===== config.mk =====
export PLATFORM = sky130hd
export DESIGN_NAME = lcv_alu_sched_flat
export DESIGN_NICKNAME = d
export VERILOG_FILES = /design/src/rtl/lcv_alu_sched_if.sv /design/src/rtl/lcv_alu_sched.sv /design/src/flat_wrapper.sv
export SDC_FILE = /design/constraint.sdc
export NUM_CORES = 1
export LEC_CHECK = 0
export ABC_CLOCK_PERIOD_IN_PS = 24700
export CAP_MARGIN = 0
export CORE_AREA = 2 2 199 201
export DETAILED_ROUTE_END_ITERATION = 10
export DIE_AREA = 0 0 201 203
export MAX_ROUTING_LAYER = met4
export SYNTH_ARGS = -nofsm -noshare
export SYNTH_HDL_FRONTEND = slang
export SYNTH_SLANG_ARGS = --single-unit

===== constraint.sdc =====
create_clock -name clk -period 24.7 [get_ports clk]
set_input_delay 7.41 -clock clk [delete_from_list [all_inputs] [get_ports clk]]
set_output_delay 7.41 -clock clk [all_outputs]
set_load 0.01 [all_outputs]

===== src/rtl/lcv_alu_sched_if.sv =====
`default_nettype none
// ============================================================================
// Module   : lcv_alu_sched_if
// Brief    : Requester / shared-ALU / response bundle for lcv_alu_sched.
// Revision : 1.0 - initial release
// ============================================================================
interface lcv_alu_sched_if #(
    parameter int NUM_REQ = 4,
    parameter int WIDTH   = 32
);
    logic [NUM_REQ-1:0]       req_valid;
    logic [NUM_REQ-1:0]       req_ready;
    logic [NUM_REQ*WIDTH-1:0] req_a;
    logic [NUM_REQ*WIDTH-1:0] req_b;
    logic [NUM_REQ*3-1:0]     req_op;
    logic [WIDTH-1:0]         alu_a;
    logic [WIDTH-1:0]         alu_b;
    logic [2:0]               alu_op;
    logic [WIDTH-1:0]         alu_result;
    logic [NUM_REQ-1:0]       rsp_valid;
    logic [NUM_REQ-1:0]       rsp_ready;
    logic [NUM_REQ*WIDTH-1:0] rsp_data;
    logic                     busy;

    modport master (
        output req_valid, req_a, req_b, req_op, rsp_ready, alu_result,
        input  req_ready, alu_a, alu_b, alu_op, rsp_valid, rsp_data, busy
    );

    modport slave (
        input  req_valid, req_a, req_b, req_op, rsp_ready, alu_result,
        output req_ready, alu_a, alu_b, alu_op, rsp_valid, rsp_data, busy
    );
endinterface
`default_nettype wire


===== src/rtl/lcv_alu_sched.sv =====
`default_nettype none
// ============================================================================
// Module   : lcv_alu_sched
// Brief    : Round-robin issue of NUM_REQ requesters onto one pipelined ALU,
//            with tag tracking and per-requester response holding registers.
// Revision : 1.0 - initial release
// ============================================================================
module lcv_alu_sched #(
    parameter int NUM_REQ = 4,
    parameter int WIDTH   = 32,
    parameter int LATENCY = 1
) (
    input  wire logic      clk,
    input  wire logic      rst,
    lcv_alu_sched_if.slave io_bus
);
    localparam int         c_PTR_W   = (NUM_REQ > 1) ? $clog2(NUM_REQ) : 1;
    localparam logic [2:0] c_OP_ZERO = 3'd7;

    logic [NUM_REQ-1:0] r_pending;
    logic [NUM_REQ-1:0] r_rsp_valid;
    logic [WIDTH-1:0]   r_rsp_data [NUM_REQ];
    logic [c_PTR_W-1:0] r_rr_ptr;
    logic [LATENCY-1:0] r_tag_vld;
    logic [c_PTR_W-1:0] r_tag_idx [LATENCY];
    logic               r_busy;

    logic [NUM_REQ-1:0] w_elig;
    logic [NUM_REQ-1:0] w_gnt_oh;
    logic [NUM_REQ-1:0] w_rsp_hs;
    logic [NUM_REQ-1:0] w_pending_nxt;
    logic               w_gnt_vld;
    logic [c_PTR_W-1:0] w_gnt_idx;
    logic [c_PTR_W-1:0] w_ptr_nxt;

    // Grants are suppressed while reset is held so the ALU sees only ZERO.
    assign w_elig = io_bus.req_valid & ~r_pending & {NUM_REQ{~rst}};

    always_comb begin
        int v_idx;
        v_idx     = 0;
        w_gnt_vld = 1'b0;
        w_gnt_idx = '0;
        for (int k = 0; k < NUM_REQ; k++) begin
            v_idx = (int'(r_rr_ptr) + k) % NUM_REQ;
            if (!w_gnt_vld && w_elig[c_PTR_W'(v_idx)]) begin
                w_gnt_vld = 1'b1;
                w_gnt_idx = c_PTR_W'(v_idx);
            end
        end
    end

    assign w_ptr_nxt     = (w_gnt_idx == c_PTR_W'(NUM_REQ - 1)) ? '0 : w_gnt_idx + 1'b1;
    assign w_gnt_oh      = w_gnt_vld ? (NUM_REQ'(1) << w_gnt_idx) : '0;
    assign w_rsp_hs      = r_rsp_valid & io_bus.rsp_ready;
    assign w_pending_nxt = (r_pending | w_gnt_oh) & ~w_rsp_hs;

    assign io_bus.req_ready = w_gnt_oh;
    assign io_bus.alu_a     = w_gnt_vld ? io_bus.req_a[int'(w_gnt_idx)*WIDTH +: WIDTH] : '0;
    assign io_bus.alu_b     = w_gnt_vld ? io_bus.req_b[int'(w_gnt_idx)*WIDTH +: WIDTH] : '0;
    assign io_bus.alu_op    = w_gnt_vld ? io_bus.req_op[int'(w_gnt_idx)*3 +: 3] : c_OP_ZERO;
    assign io_bus.rsp_valid = r_rsp_valid;
    assign io_bus.busy      = r_busy;

    generate
        for (genvar gi = 0; gi < NUM_REQ; gi++) begin : g_rsp_pack
            assign io_bus.rsp_data[gi*WIDTH +: WIDTH] = r_rsp_data[gi];
        end
    endgenerate

    always_ff @(posedge clk or posedge rst) begin
        if (rst) begin
            r_pending   <= '0;
            r_rsp_valid <= '0;
            r_rr_ptr    <= '0;
            r_tag_vld   <= '0;
            r_busy      <= 1'b0;
            for (int i = 0; i < NUM_REQ; i++) begin
                r_rsp_data[i] <= '0;
            end
            for (int s = 0; s < LATENCY; s++) begin
                r_tag_idx[s] <= '0;
            end
        end else begin
            r_pending <= w_pending_nxt;
            r_busy    <= |w_pending_nxt;
            if (w_gnt_vld) begin
                r_rr_ptr <= w_ptr_nxt;
            end
            r_tag_vld[0] <= w_gnt_vld;
            r_tag_idx[0] <= w_gnt_idx;
            for (int s = 1; s < LATENCY; s++) begin
                r_tag_vld[s] <= r_tag_vld[s-1];
                r_tag_idx[s] <= r_tag_idx[s-1];
            end
            // A write and a handshake never target the same index in one cycle.
            for (int i = 0; i < NUM_REQ; i++) begin
                if (w_rsp_hs[i]) begin
                    r_rsp_valid[i] <= 1'b0;
                end
                if (r_tag_vld[LATENCY-1] && (r_tag_idx[LATENCY-1] == c_PTR_W'(i))) begin
                    r_rsp_valid[i] <= 1'b1;
                    r_rsp_data[i]  <= io_bus.alu_result;
                end
            end
        end
    end
endmodule
`default_nettype wire


===== src/flat_wrapper.sv =====
// flat-port wrapper written by rule: the top's interface ports become plain ports
module lcv_alu_sched_flat 
#(
    parameter int NUM_REQ = 4,
    parameter int WIDTH   = 32,
    parameter int LATENCY = 1
)
  (clk, rst, io_bus_req_valid, io_bus_req_a, io_bus_req_b, io_bus_req_op, io_bus_rsp_ready, io_bus_alu_result, io_bus_req_ready, io_bus_alu_a, io_bus_alu_b, io_bus_alu_op, io_bus_rsp_valid, io_bus_rsp_data, io_bus_busy);
  lcv_alu_sched_if #(.NUM_REQ(NUM_REQ), .WIDTH(WIDTH)) io_bus_i ();
  input  wire logic clk;
  input  wire logic rst;
  input wire logic [$bits(io_bus_i.req_valid)-1:0] io_bus_req_valid;
  input wire logic [$bits(io_bus_i.req_a)-1:0] io_bus_req_a;
  input wire logic [$bits(io_bus_i.req_b)-1:0] io_bus_req_b;
  input wire logic [$bits(io_bus_i.req_op)-1:0] io_bus_req_op;
  input wire logic [$bits(io_bus_i.rsp_ready)-1:0] io_bus_rsp_ready;
  input wire logic [$bits(io_bus_i.alu_result)-1:0] io_bus_alu_result;
  output wire logic [$bits(io_bus_i.req_ready)-1:0] io_bus_req_ready;
  output wire logic [$bits(io_bus_i.alu_a)-1:0] io_bus_alu_a;
  output wire logic [$bits(io_bus_i.alu_b)-1:0] io_bus_alu_b;
  output wire logic [$bits(io_bus_i.alu_op)-1:0] io_bus_alu_op;
  output wire logic [$bits(io_bus_i.rsp_valid)-1:0] io_bus_rsp_valid;
  output wire logic [$bits(io_bus_i.rsp_data)-1:0] io_bus_rsp_data;
  output wire logic [$bits(io_bus_i.busy)-1:0] io_bus_busy;
  assign io_bus_i.req_valid = io_bus_req_valid;
  assign io_bus_i.req_a = io_bus_req_a;
  assign io_bus_i.req_b = io_bus_req_b;
  assign io_bus_i.req_op = io_bus_req_op;
  assign io_bus_i.rsp_ready = io_bus_rsp_ready;
  assign io_bus_i.alu_result = io_bus_alu_result;
  assign io_bus_req_ready = io_bus_i.req_ready;
  assign io_bus_alu_a = io_bus_i.alu_a;
  assign io_bus_alu_b = io_bus_i.alu_b;
  assign io_bus_alu_op = io_bus_i.alu_op;
  assign io_bus_rsp_valid = io_bus_i.rsp_valid;
  assign io_bus_rsp_data = io_bus_i.rsp_data;
  assign io_bus_busy = io_bus_i.busy;
  lcv_alu_sched #(.NUM_REQ(NUM_REQ), .WIDTH(WIDTH), .LATENCY(LATENCY)) u_core (.clk(clk), .rst(rst), .io_bus(io_bus_i));
endmodule

==> results of run 1 <==
-- metal layers --
| metal | up-vias | routed length (µm) |
|---|---|---|
| li1 | 3014 | - |
| met1 | 3371 | 13860 |
| met2 | 322 | 17060 |
| met3 | 35 | 2156 |
| met4 | 0 | 715 |
| met5 | - | 0 |
-- power groups by stage --
| stage | clock network, mW | logic (mW) | registers (mW) |
|---|---|---|---|
| 3_3_place_gp | 0 | 0.737 | 0.411 |
| 5_1_grt | 0.263 | 0.775 | 0.426 |
| 4_1_cts | 0.253 | 0.745 | 0.411 |
| 6_report | 0.244 | 0.732 | 0.410 |
| 2_1_floorplan | 0 | 0.280 | 0.460 |
| 3_5_place_dp | 0 | 0.741 | 0.415 |
-- cells in the final DEF (no fill, tap or decap), drive strengths merged --
cell	instances
a21o	2
nand2	30
dfrtp	142
mux2	128
a221o	11
buf	11
diode	1
a21oi	13
nor2	5
nand3	1
a211oi	4
nand3b	3
a2111oi	1
clkdlybuf4s50	513
mux2i	1
inv	16
o21a	2
mux4	53
o211a	1
a22o	2
and2	59
a211o	2
a2bb2oi	2
o21ai	11
nand2b	5
o41ai	1
and3	5
or4	1
nor3b	1
clkinv	4
clkinvlp	3
a311oi	1
clkbuf	17
nor2b	4
-- cell families after synthesis --
family / count (synthesis) / share of synthesized area (%)
flops: 142 / 47.54
mux: 182 / 35.39
compound gates: 53 / 5.156
buf+inv: 47 / 3.381
simple gates: 114 / 8.537
-- cells in the mapped netlist --
library cell | number | share of area, %
and3_1 | 5 | 0.42
nor2_1 | 5 | 0.25
inv_2 | 1 | 0.050
mux4_2 | 53 | 16
nand3_1 | 1 | 0.067
clkbuf_1 | 20 | 1.0
a21o_1 | 2 | 0.20
nand2b_1 | 5 | 0.42
mux2i_1 | 1 | 0.13
nor3b_1 | 1 | 0.10
nand2_1 | 30 | 1.5
a221o_1 | 11 | 1.5
or4_1 | 1 | 0.10
inv_1 | 7 | 0.35
and2_1 | 59 | 4.9
buf_2 | 7 | 0.47
a21oi_1 | 13 | 0.87
mux2_2 | 128 | 19
nor2b_4 | 1 | 0.18
buf_6 | 6 | 0.90
a211oi_1 | 4 | 0.40
a22o_1 | 2 | 0.23
o21a_1 | 2 | 0.20
a211o_1 | 2 | 0.23
o21ai_1 | 5 | 0.33
nand3b_1 | 3 | 0.30
nor2b_1 | 3 | 0.25
o21ai_0 | 6 | 0.40
o211a_1 | 1 | 0.13
a311oi_1 | 1 | 0.12
a2bb2oi_1 | 2 | 0.23
dfrtp_1 | 142 | 48
buf_4 | 6 | 0.60
o41ai_1 | 1 | 0.12
a2111oi_2 | 1 | 0.20
-- flip-flops by register name, indices dropped and copies added, names as in the netlist --
| register | cells |
|---|---|
| u_core.r_tag_vld | 1 |
| u_core.io_bus.rsp_valid | 4 |
| u_core.r_pending | 4 |
| u_core.r_rr_ptr | 2 |
| u_core.io_bus.rsp_data | 128 |
| u_core.r_tag_idx | 2 |
| u_core.io_bus.busy | 1 |
-- metrics by stage --
step	utilization, %	total power [mW]	setup WS [ps]	hold slack [ps]
floorplan	-	0.7392	5547	499.8
global placement	34.18	1.148	5856	486.7
detailed placement	34.18	1.157	5774	482.8
CTS	35.62	1.409	5756	503.4
global route	35.62	1.463	5559	509.7
finish	35.62	1.386	5849	502.0
-- layout make-up --
cell class,instances,area share [%]
repair buffers,524,38.08
multi-input cells,349,26.94
inverters,8,0.2739
flip-flops and latches,142,25.93
well taps,518,4.730
clock buffers,17,3.104
diodes,1,0.01826
clock inverters,15,0.9313
-- worst max-delay path by stage --
stage	from	slack (ps)	endpoint
6_report	io_bus_req_valid[3]	5850	io_bus_alu_b[2]
5_1_grt	io_bus_req_valid[3]	5560	io_bus_alu_b[18]
4_1_cts	io_bus_req_valid[3]	5760	io_bus_alu_b[2]
3_5_place_dp	io_bus_req_valid[3]	5770	io_bus_alu_b[7]
3_3_place_gp	io_bus_req_valid[3]	5860	io_bus_alu_b[29]
2_1_floorplan	rst	5550	io_bus_alu_a[10]
-- critical path: cells and delay by family --
family	cells	cell delay, ps
compound gates	3	670
buf+inv	5	2320
simple gates	2	960
==> run_results.csv, run 1 <==
group,metric,value,unit
grt,busiest_layer,"met2",
yosys,yosysWarnings,0,
setup_path,cp.arrival,11440,ps
setup_path,r2r-start,"u_core.r_rr_ptr[1]",
yosys,syn-num-nets,848,
timing,finalCritPeriodShare,76.32,%
timing,maxSlewViolCount,0,
power,ir_drop,0.00004707,V
power,p_seq_share,29.6,%
clock_tree,post_cts_buffers,0,
grt,grt_max_degree,87,
yosys,ys_ff_latch,142,
clock_tree,cts_tree,"yes",
grt,grt_first_pass_wirelength,48210,µm
floorplanning,dieWidth,201,µm
timing,fin_crit,18850,ps
route,wl_per_cell,21.47,µm
setup_path,worstSetupEndpointType,"primary output",
timing,worst_pin_slew,925.5,ps
hold_path,min_from,"u_core.io_bus.rsp_data[72]",
yosys,seq_area_frac_synth,47.54,%
setup_path,setup.worst_path.start_class,"input port",
layout,seqCellArea,3553,µm²
route,num_vias,6742,
timing,final-setup-viol-count,0,
layout,finish.instance_area,13700,µm²
route,drt-total-wl,33790,µm
placement,placed_cell_area,13150,µm²
hold_path,holdPathEnd,"u_core.io_bus.rsp_data[72]",
clock_tree,cts.htree.levels,4,
timing,fmax,53.05,MHz
clock_tree,numCtsBuffers,17,
route,drt_iter0_markers,308,
route,ant_nets,0,
route,drc,0,
yosys,synthDistinctLibCells,35,
grt,overflow,0,
power,p_sw_share,33.26,%
setup_path,worst_path_max_delay_cell,"buf_4",
grt,track_usage,16.45,%
yosys,avgSynthCellArea,13.89,µm²
setup_path,rrSetupSlack,21220,ps
floorplanning,initial_core_util,19.43,%
floorplanning,die-height,203,µm
power,p_clk_share,17.6,%
floorplanning,die-area,40800,µm²
setup_path,path_max_fanout,54,
timing,relSlewSlack,38.30,%
clock_tree,cts_resized,0,
run_status,outcome,"finished, final reports clean",
timing,fin_skew,22.20,ps
clock_tree,path_clk_slew,60,ps
layout,fillCellCount,3820,
power,p_sw,0.4610,mW
layout,instances_no_fill,1574,
layout,drive_above_1_share,21.80,%
clock_tree,holdBufCountCts,0,
hold_path,hold_path_class,"register to register",
floorplanning,placementRows,72,
timing,rsz0062_at_grt,"no",
clock_tree,clock-sinks,142,
clock_tree,clock-root-buffer,"clkbuf_16",
grt,grt_util_met2,27.83,%
layout,multiInputGateArea,3691,µm²
power,p_per_area,101.2,nW/µm²
placement,dp.final_hpwl,26890,µm
setup_path,rr_worst_depth,8,
placement,place_inst,1541,
grt,grtUsageMet3,3.660,%
hold_path,min_path_cells,1,
clock_tree,clock_path_buffers,2,
clock_tree,clk_latency,430,ps
route,post_drt_via_cell_ratio,4.283,
layout,fin_nets,1352,
yosys,syn_inst,538,
power,p_leak,5.252,nW
power,p_int,0.9251,mW
power,combPwrFrac,52.8,%
job,cap_viol_max_count,0,
placement,port_buffers,513,
setup_path,worstPathRequired,17290,ps
setup_path,max_stage_delay,760,ps
grt,antenna_found_initial,2,
grt,grt_pass1_vias,7216,
floorplanning,core,38470,µm²
placement,place.gp.congestion,0.8839,
setup_path,crit_path_cell_trace,"clkdlybuf4s50_1, nor2b_4, o21ai_1, a211o_1, buf_4, inv_4, buf_4, and2_1, a221o_1, clkdlybuf4s50_1",
timing,tns,0,ps
yosys,syn_area,7475,µm²
grt,use_met1,19.59,%
setup_path,crit_type,"input port to primary output",
floorplanning,ios,514,
setup_path,reg2reg_to,"u_core.r_pending[3]",
timing,hold_violations,0,
layout,areaGrowthSynthToFinish,83.33,%
route,firstDrtPassIters,4,
Note: power is estimated with default switching activity, not from simulation.
==> run 2, diff against run 1 <==
--- a/config.mk
+++ b/config.mk
@@ -5,7 +5,7 @@
 export SDC_FILE = /design/constraint.sdc
 export NUM_CORES = 1
 export LEC_CHECK = 0
-export ABC_CLOCK_PERIOD_IN_PS = 24700
+export ABC_CLOCK_PERIOD_IN_PS = 19600
 export CAP_MARGIN = 0
 export CORE_AREA = 2 2 199 201
 export DETAILED_ROUTE_END_ITERATION = 10
==> constraint.sdc (replaced) <==
create_clock -name clk -period 19.6 [get_ports clk]
set_input_delay 5.88 -clock clk [delete_from_list [all_inputs] [get_ports clk]]
set_output_delay 5.88 -clock clk [all_outputs]
set_load 0.01 [all_outputs]
==> run 2 against run 1 <==
  * Clock-buffer cell count is 1 higher
  * Clock power is 33% higher
  * Design area grew 0.16%
  * Combinational power increased by 26%
  * Sequential share of layout area hardly changed
  * Core utilization rose by 0.055 points
  * Critical path depth is 1 lower
  * Critical path type unchanged
  * Largest power group unchanged
  * Via count down 0.58%
  * Power up 27%
==> run_results.csv, run 2 (synthesis results as in run 1) <==
group,metric,value,unit
route,num_vias,6703,
timing,maxSlewViolCount,0,
run_status,outcome,"finished, final reports clean",
timing,fin_skew,9.392,ps
clock_tree,clk_latency,420,ps
layout,largest_register_ffs,128,
timing,fmax,63.59,MHz
grt,track_usage,16.62,%
setup_path,path_max_fanout,54,
power,p_clk_share,18.5,%
route,ant_nets,0,
power,combPwrFrac,52.2,%
power,p_sw,0.5730,mW
timing,final-setup-viol-count,0,
power,p_seq_share,29.3,%
clock_tree,cts_tree,"yes",
clock_tree,path_clk_slew,60,ps
job,cap_viol_max_count,0,
clock_tree,numCtsBuffers,17,
route,drt-total-wl,33870,µm
layout,fin_nets,1349,
power,ir_drop,0.00005490,V
setup_path,setup.worst_path.start_class,"input port",
grt,antenna_found_initial,5,
hold_path,hold_path_class,"register to register",
grt,overflow,0,
setup_path,cp.arrival,9850,ps
timing,relSlewSlack,19.45,%
floorplanning,die-area,40800,µm²
layout,drive_above_1_share,21.48,%
timing,tns,0,ps
placement,place.gp.congestion,0.8913,
power,p_sw_share,32.54,%
layout,layout_commonest_cell,"clkdlybuf4s50_1",
route,drc,0,
grt,grt_first_pass_wirelength,48700,µm
clock_tree,post_cts_buffers,0,
layout,finish.instance_area,13720,µm²
clock_tree,clock_path_buffers,2,
floorplanning,placementRows,72,
route,wl_per_cell,21.51,µm
setup_path,worstSetupEndpointType,"primary output",
route,post_drt_via_cell_ratio,4.256,
clock_tree,cts_resized,0,
clock_tree,clock-root-buffer,"clkbuf_16",
grt,grt_max_degree,79,
floorplanning,ios,514,
floorplanning,initial_core_util,19.43,%
timing,finalCritPeriodShare,80.24,%
timing,fin_crit,15730,ps
floorplanning,die-height,203,µm
setup_path,worstPathRequired,13720,ps
route,drt_iter0_markers,311,
setup_path,crit_type,"input port to primary output",
route,firstDrtPassIters,4,
floorplanning,core,38470,µm²
power,p_int,1.188,mW
power,p_leak,5.254,nW
timing,rsz0062_at_grt,"no",
timing,hold_violations,0,
power,p_per_area,128.3,nW/µm²
layout,areaGrowthSynthToFinish,83.61,%
clock_tree,clock-sinks,142,
timing,worst_pin_slew,1205,ps
clock_tree,cts.htree.levels,4,
floorplanning,dieWidth,201,µm
placement,dp.final_hpwl,27100,µm
layout,final_cell_mix,"513 x clkdlybuf4s50_1, 142 x dfrtp_1, 128 x mux2_2",
placement,port_buffers,513,
clock_tree,holdBufCountCts,0,
placement,placed_cell_area,13130,µm²
grt,grt_pass1_vias,7387,
==> run 2: changes by cell type in the layout (fill, tap and decap cells not counted) <==
cell / before / now
buf_4: 11 / 8
bufinv_16: 0 / 2
clkbuf_1: 0 / 1
clkinv_4: 2 / 3
clkinvlp_4: 3 / 2
diode_2: 1 / 5
inv_6: 6 / 5
inv_8: 3 / 1
==> run 2: worst paths after layout <==
check	from	endpoint	slack, ps	cells past startpoint
setup / recovery	io_bus_req_valid[3]	io_bus_alu_b[5]	3870	9
hold / removal	u_core.io_bus.rsp_valid[1]	u_core.r_pending[1]	500	1
setup reg to reg	u_core.r_rr_ptr[1]	u_core.io_bus.busy	16670	6
hold reg to reg	u_core.io_bus.rsp_valid[1]	u_core.r_pending[1]	500	1
max in group asynchronous	rst	u_core.io_bus.rsp_data[40]	12160	3
min in group asynchronous	rst	u_core.r_pending[0]	6130	2
==> run 2: worst max-delay path, cell delays in order <==
cell             delay (ps)
clkdlybuf4s50_1         490
nor2b_4                 210
o21ai_1                  80
a211o_1                 620
inv_4                   410
buf_4                   800
mux4_2                  600
and2_1                  220
clkdlybuf4s50_1         500
==> run 2: power by group through the flow <==
stage | clock (mW) | combinational, mW | sequential [mW]
6_report | 0.325 | 0.920 | 0.516
5_1_grt | 0.348 | 0.976 | 0.536
4_1_cts | 0.336 | 0.936 | 0.517
3_5_place_dp | 0 | 0.932 | 0.522
3_3_place_gp | 0 | 0.927 | 0.516
2_1_floorplan | 0 | 0.352 | 0.579
==> run 2: area by class of cell <==
| cell class | count | area, µm² |
|---|---|---|
| clock inverters | 14 | 157.7 |
| well taps | 518 | 648.1 |
| flip-flops and latches | 142 | 3553 |
| fillers | 3837 | 24740 |
| diodes | 5 | 12.51 |
| repair buffers | 521 | 5195 |
| inverters | 8 | 37.54 |
| clock buffers | 18 | 429.2 |
| multi-input cells | 349 | 3691 |
==> run 2: through the flow <==
step	power, mW	hold slack [ps]	utilization, %	setup WS [ps]	std cells
after floorplan	0.9316	499.8	-	3507	538
after global placement	1.443	484.7	34.12	3761	1538
after detailed placement	1.454	481.9	34.12	3741	1538
after CTS	1.790	497.7	35.65	3730	1570
after global routing	1.860	512.2	35.68	3501	1575
final	1.761	499.2	35.68	3873	1575
==> run 2: metal layers <==
| layer | wire, µm | GRT usage, % |
|---|---|---|
| met1 | 13660 | 19.77 |
| met2 | 17330 | 28.04 |
| met3 | 2297 | 3.884 |
| met4 | 586 | 4.841 |
| met5 | 0 | - |
